<file path="src/rtl/bus_debug_bridge_pkg.sv">
// Shared command/reply codes, FSM state encoding and bus defaults for the debug bridge.
package bus_debug_bridge_pkg;

  typedef enum logic [2:0] {
    IDLE  = 3'd0,
    ADDR  = 3'd1,
    DATA  = 3'd2,
    BUS   = 3'd3,
    REPLY = 3'd4
  } state_e;

  localparam logic [7:0] CMD_WRITE = 8'h57;
  localparam logic [7:0] CMD_READ  = 8'h52;
  localparam logic [7:0] REPLY_ACK = 8'h06;
  localparam logic [7:0] REPLY_NAK = 8'h15;

  localparam int unsigned DEFAULT_BUS_TIMEOUT   = 255;
  localparam logic [2:0]  DEFAULT_ACCESS_OPTION = 3'b010;

  // Index of the final byte of a 32-bit word shifted MSB first.
  localparam logic [1:0] LAST_WORD_BYTE = 2'd3;

  function automatic logic is_command(input logic [7:0] b);
    return (b == CMD_WRITE) || (b == CMD_READ);
  endfunction

endpackage

</file>
<file path="src/rtl/bus_debug_bridge.sv">
// Byte-stream debug bridge: decodes 'W'/'R' commands into single 32-bit bus
// transfers and streams back an ACK/NAK byte or the 4 read-data bytes.
module bus_debug_bridge
  import bus_debug_bridge_pkg::*;
#(
  parameter int unsigned BUS_TIMEOUT   = DEFAULT_BUS_TIMEOUT,
  parameter logic [2:0]  ACCESS_OPTION = DEFAULT_ACCESS_OPTION
) (
  input  logic        clk,
  input  logic        reset,
  input  logic [7:0]  in_data,
  input  logic        in_valid,
  output logic        in_ready,
  output logic [7:0]  out_data,
  output logic        out_valid,
  input  logic        out_ready,
  output logic        memory_read,
  output logic        memory_write,
  output logic [31:0] address,
  output logic [31:0] write_data,
  input  logic [31:0] read_data,
  output logic [2:0]  option,
  input  logic        memory_response
);

  localparam int unsigned TMO_W = $clog2(BUS_TIMEOUT + 1);
  localparam logic [TMO_W-1:0] TMO_LAST = TMO_W'(BUS_TIMEOUT - 1);

  state_e            state_q, state_d;
  logic [1:0]        cnt_q, cnt_d;
  logic [TMO_W-1:0]  tmo_q, tmo_d;
  logic              cmd_write_q, cmd_write_d;
  logic [31:0]       addr_q, addr_d;
  logic [31:0]       wdata_q, wdata_d;
  logic [31:0]       reply_q, reply_d;
  logic [1:0]        reply_last_q, reply_last_d;
  logic              in_hs, out_hs;

  assign in_ready     = (state_q == IDLE) || (state_q == ADDR) || (state_q == DATA);
  assign out_valid    = (state_q == REPLY);
  assign out_data     = reply_q[31:24];
  assign memory_read  = (state_q == BUS) && !cmd_write_q;
  assign memory_write = (state_q == BUS) && cmd_write_q;
  assign address      = addr_q;
  assign write_data   = wdata_q;
  assign option       = ACCESS_OPTION;

  assign in_hs  = in_valid && in_ready;
  assign out_hs = out_valid && out_ready;

  always_comb begin
    state_d      = state_q;
    cnt_d        = cnt_q;
    tmo_d        = tmo_q;
    cmd_write_d  = cmd_write_q;
    addr_d       = addr_q;
    wdata_d      = wdata_q;
    reply_d      = reply_q;
    reply_last_d = reply_last_q;
    case (state_q)
      IDLE: begin
        if (in_hs) begin
          cnt_d = 2'd0;
          tmo_d = '0;
          if (is_command(in_data)) begin
            cmd_write_d = (in_data == CMD_WRITE);
            state_d     = ADDR;
          end else begin
            reply_d      = {REPLY_NAK, 24'h0};
            reply_last_d = 2'd0;
            state_d      = REPLY;
          end
        end
      end
      ADDR: begin
        if (in_hs) begin
          addr_d = {addr_q[23:0], in_data};
          if (cnt_q == LAST_WORD_BYTE) begin
            cnt_d   = 2'd0;
            tmo_d   = '0;
            state_d = cmd_write_q ? DATA : BUS;
          end else begin
            cnt_d = cnt_q + 2'd1;
          end
        end
      end
      DATA: begin
        if (in_hs) begin
          wdata_d = {wdata_q[23:0], in_data};
          if (cnt_q == LAST_WORD_BYTE) begin
            cnt_d   = 2'd0;
            tmo_d   = '0;
            state_d = BUS;
          end else begin
            cnt_d = cnt_q + 2'd1;
          end
        end
      end
      BUS: begin
        // A response on the final allowed cycle still wins over the timeout.
        if (memory_response) begin
          cnt_d   = 2'd0;
          tmo_d   = '0;
          state_d = REPLY;
          if (cmd_write_q) begin
            reply_d      = {REPLY_ACK, 24'h0};
            reply_last_d = 2'd0;
          end else begin
            reply_d      = read_data;
            reply_last_d = LAST_WORD_BYTE;
          end
        end else if (tmo_q == TMO_LAST) begin
          cnt_d        = 2'd0;
          tmo_d        = '0;
          reply_d      = {REPLY_NAK, 24'h0};
          reply_last_d = 2'd0;
          state_d      = REPLY;
        end else if (tmo_q != {TMO_W{1'b1}}) begin
          tmo_d = tmo_q + 1'b1;
        end
      end
      REPLY: begin
        if (out_hs) begin
          if (cnt_q == reply_last_q) begin
            cnt_d   = 2'd0;
            tmo_d   = '0;
            reply_d = '0;
            state_d = IDLE;
          end else begin
            cnt_d   = cnt_q + 2'd1;
            reply_d = {reply_q[23:0], 8'h00};
          end
        end
      end
      default: state_d = IDLE;
    endcase
  end

  always_ff @(posedge clk) begin
    if (reset) begin
      state_q      <= IDLE;
      cnt_q        <= 2'd0;
      tmo_q        <= '0;
      cmd_write_q  <= 1'b0;
      addr_q       <= '0;
      wdata_q      <= '0;
      reply_q      <= '0;
      reply_last_q <= 2'd0;
    end else begin
      state_q      <= state_d;
      cnt_q        <= cnt_d;
      tmo_q        <= tmo_d;
      cmd_write_q  <= cmd_write_d;
      addr_q       <= addr_d;
      wdata_q      <= wdata_d;
      reply_q      <= reply_d;
      reply_last_q <= reply_last_d;
    end
  end

endmodule

</file>
<file path="config.mk">
export PLATFORM = sky130hd
export DESIGN_NAME = bus_debug_bridge
export DESIGN_NICKNAME = d
export VERILOG_FILES = /design/src/rtl/bus_debug_bridge_pkg.sv /design/src/rtl/bus_debug_bridge.sv
export SDC_FILE = /design/constraint.sdc
export NUM_CORES = 1
export LEC_CHECK = 0
export BUFFER_PORTS_ARGS = -buffer_cell sky130_fd_sc_hd__buf_2
export CAP_MARGIN = 30
export CORE_MARGIN = 1
export CORE_UTILIZATION = 55
export CTS_BUF_LIST = sky130_fd_sc_hd__clkbuf_2
export CTS_CLUSTER_SIZE = 24
export DETAILED_ROUTE_END_ITERATION = 16
export GPL_TIMING_DRIVEN = 0
export PLACE_DENSITY = 0.91
export SYNTH_ARGS = -nofsm -noshare
export SYNTH_HDL_FRONTEND = slang
export SYNTH_SLANG_ARGS = --single-unit
</file>
<file path="constraint.sdc">
create_clock -name clk -period 2.18 [get_ports clk]
set_input_delay 0.109 -clock clk [delete_from_list [all_inputs] [get_ports clk]]
set_output_delay 0.109 -clock clk [all_outputs]
set_load 0.01 [all_outputs]
</file>
==> results.py <==
metrics = {
    "yosys": {
        "async_flop_share": 0,
        "yosysUniqueCellTypes": 57,
        "synthTopCellsByCount": "nand2_1 (139), dfxtp_1 (111), a21oi_1 (75)",
        "synth_area_leaders": "dfxtp_1 (47%), nand2_1 (11%), a21oi_1 (8.0%)",
        "ys_warn_count": 0,
        "ys_seq_area_frac": 0.471,
        "synthCells": 563,
        "ys.flop_type": "dfxtp_1",
        "syn_avg_cell_area_um2": 8.38,
        "ys_ff_latch": 111,
        "synth_top_area_frac": 0.471,
        "synth_edf_count": 0,
        "synth_top_area_cell": "dfxtp_1",
        "syn_area_um2": 4720,
        "yosysMostFrequentCell": "nand2_1",
    },
    "worst_setup_path": {
        "path_class": "reg2reg",
        "rr_startpoint": "tmo_q[0]",
        "crit_path_max_incr_delay_ns": 0.41,
        "critPathArrivalTime_ns": 2.61,
        "worst_ep_required_time_ns": 2.69,
        "end_kind": "flop",
        "crit_fanout": 10,
        "cp_cell_sequence": "inv_1 > ha_1 > nand3_1 > o21bai_4 > o311ai_4 > buf_2 > a221oi_1 > nor3_1",
        "cp-start-kind": "flop",
        "critical_path_buf_inv_count": 2,
        "rrSetupSlack_ns": 0.08,
        "critPathTopFamily": "compound AO/OA/AOI/OAI gates",
        "critPathSlowestCell": "dfxtp_1",
        "r2r_cells": 8,
        "timing.rr.end": "reply_q[16]",
    },
    "clock_tree": {
        "clkTransAtPathRegs_ns": 0.38,
        "cts_sinks": 111,
        "cts_tree": "built",
        "cts_buffer_depth": 2,
        "cts-root-buf": "clkbuf_2",
        "cts_made_buffers": 9,
        "clk_latency_ns": 0.65,
        "htreeDepth": 3,
    },
    "timing": {
        "setup_viol": 0,
        "hold_violations": 0,
        "tightest_slew_ns": 0.617,
        "fmax_mhz": 477,
        "min_period_ns": 2.10,
        "slew_headroom": 0.589,
        "timing.setup.tns_ns": 0,
        "rsz0062_at_grt": "yes",
        "drv_slew": 0,
        "fin_crit_sh": 0.961,
        "layout_setup_ws_ns": 0.0847,
        "fin_skew_ns": 0.0580,
    },
    "grt": {
        "grt_use_total": 0.305,
        "grt_pass1_wl_mm": 21.3,
        "grt_max_degree": 23,
        "grt_pass1_vias": 4561,
        "globalRoute.totalOverflow": 0,
        "antenna_found_initial": 0,
    },
    "hold_path": {
        "min_from": "in_data[1]",
        "holdPathEnd": "address[1]",
        "holdPathStages": 4,
        "hp-class": "in2reg",
    },
    "placement": {
        "gp_congestion": 0.911,
        "dpl.cell_count": 789,
        "numPortBuffers": 120,
        "dp_slack_ns": 0.215,
        "dp_hpwl_mm": 8.72,
    },
    "route": {
        "drt_wl_total_mm": 13.9,
        "vias": 4932,
        "vias_per_cell": 5.79,
        "initialDrtViolationCount": 474,
        "dr.pass1.iters": 5,
        "postRouteAntennaNets": 0,
        "drt-wirelength-per-cell_um": 16.3,
        "drc": 0,
    },
    "die": {
        "ios": 124,
        "die_w_um": 94.6,
        "start_util": 0.571,
        "die_area_um2": 8950,
        "coreArea_um2": 8260,
        "num_rows": 33,
        "fp.dieH_um": 94.6,
    },
    "layout": {
        "layout-drive-gt1-share": 0.254,
        "final_cells": 852,
        "register_area_um2": 2220,
        "multi_input_comb_area_um2": 2220,
        "diodes": 0,
        "layout.nets": 790,
        "fillCellCount": 579,
        "syn_to_final_growth_pct": 28.5,
    },
    "status": {
        "status": "complete, no violations",
    },
    "flow_run": {
        "cap_viol_max_count": 0,
    },
    "pwr": {
        "powerDensity_nw_per_um2": 580,
        "irDropWorstVdd_mv": 0.430,
        "leakagePower_nw": 2.49,
    },
}
stage by stage:
stage	cell area, um2	util	power, mW	hold slack (ns)
after detailed placement	5450	0.660	2.47	0.355
after CTS	6020	0.730	3.48	0.186
after floorplan	4720	-	2.35	0.245
after global routing	6060	0.734	3.62	0.201
after global placement	5450	0.660	2.46	0.344
final	6060	0.734	3.51	0.219
cell type report:
type                            instances  share of cell area
Tap cell                              105              0.0217
Multi-Input combinational cell        396               0.366
Clock buffer                            9             0.00743
Inverter                                6             0.00371
Timing Repair Buffer                  167               0.175
Buffer                                 51              0.0452
Clock inverter                          7              0.0140
Sequential cell                       111               0.367
logic make-up after synthesis:
logic type,synth area share
AO/OA/AOI/OAI,0.199
XOR/XNOR,0.00186
adder cells (fa/ha/maj),0.00796
buffers and inverters,0.0623
flip-flops,0.471
multiplexers,0.00636
other,0.00159
AND/OR/NAND/NOR,0.250
timing repair:
item,CTS,global route
buffers inserted,0,3
endpoints found under the setup margin,0,12
hold buffers,44,0
endpoints found under the hold margin,55,0
gates resized for setup,0,4
layer usage:
layer  global-route usage  part of all wire  up-vias
met1                0.367              0.39     2271
met5                    0                 0        -
met2                0.507              0.49      270
met4                0.191             0.056        0
li1                     -                 -     2311
met3               0.0499             0.064       80
worst max path at each step:
stage	cells after the start	endpoint	slack (ns)	start
2_1_floorplan	7	reply_q[26]	0.50	state_q[0]
3_3_place_gp	6	reply_q[8]	0.29	state_q[0]
3_5_place_dp	8	reply_q[9]	0.22	tmo_q[0]
4_1_cts	6	reply_q[25]	0.16	state_q[0]
5_1_grt	8	reply_q[16]	-0.06	tmo_q[0]
6_report	8	reply_q[16]	0.08	tmo_q[0]
state kept, by name, summed over array words and instances (netlist names):
signal and cells:
cnt_q 2, cmd_write_q 1, address 32, reply_q 32, reply_last_q 1, write_data 32, state_q 3, tmo_q 8
report_power, final:
part | switching (mW) | internal (mW)
clock network | 0.780 | 0.200
logic | 0.220 | 0.205
registers | 0.0281 | 2.08
total | 1.03 | 2.49
worst min-delay path, stage by stage:
cell and delay (ns):
dlygate4sd3_1 0.53, buf_2 0.14, nand2_1 0.06, a21oi_1 0.05
cells in the final DEF (no fill, tap or decap), types with 3 or more instances in the layout:
cell,instances
or3_1,3
nand2_1,139
a21oi_1,75
o21ai_0,6
a32o_1,6
mux2i_1,3
a221oi_1,18
buf_4,15
ha_1,3
nand3_1,13
inv_1,5
nand2b_1,3
dfxtp_1,110
dlygate4sd3_1,44
o211ai_1,3
nor2b_1,24
buf_2,135
and3_1,4
conb_1,3
a22oi_1,8
clkinv_8,3
clkbuf_2,9
and2_1,4
nor3_1,25
clkbuf_1,21
nor2_1,16
Power figures use the tool's default switching activity.
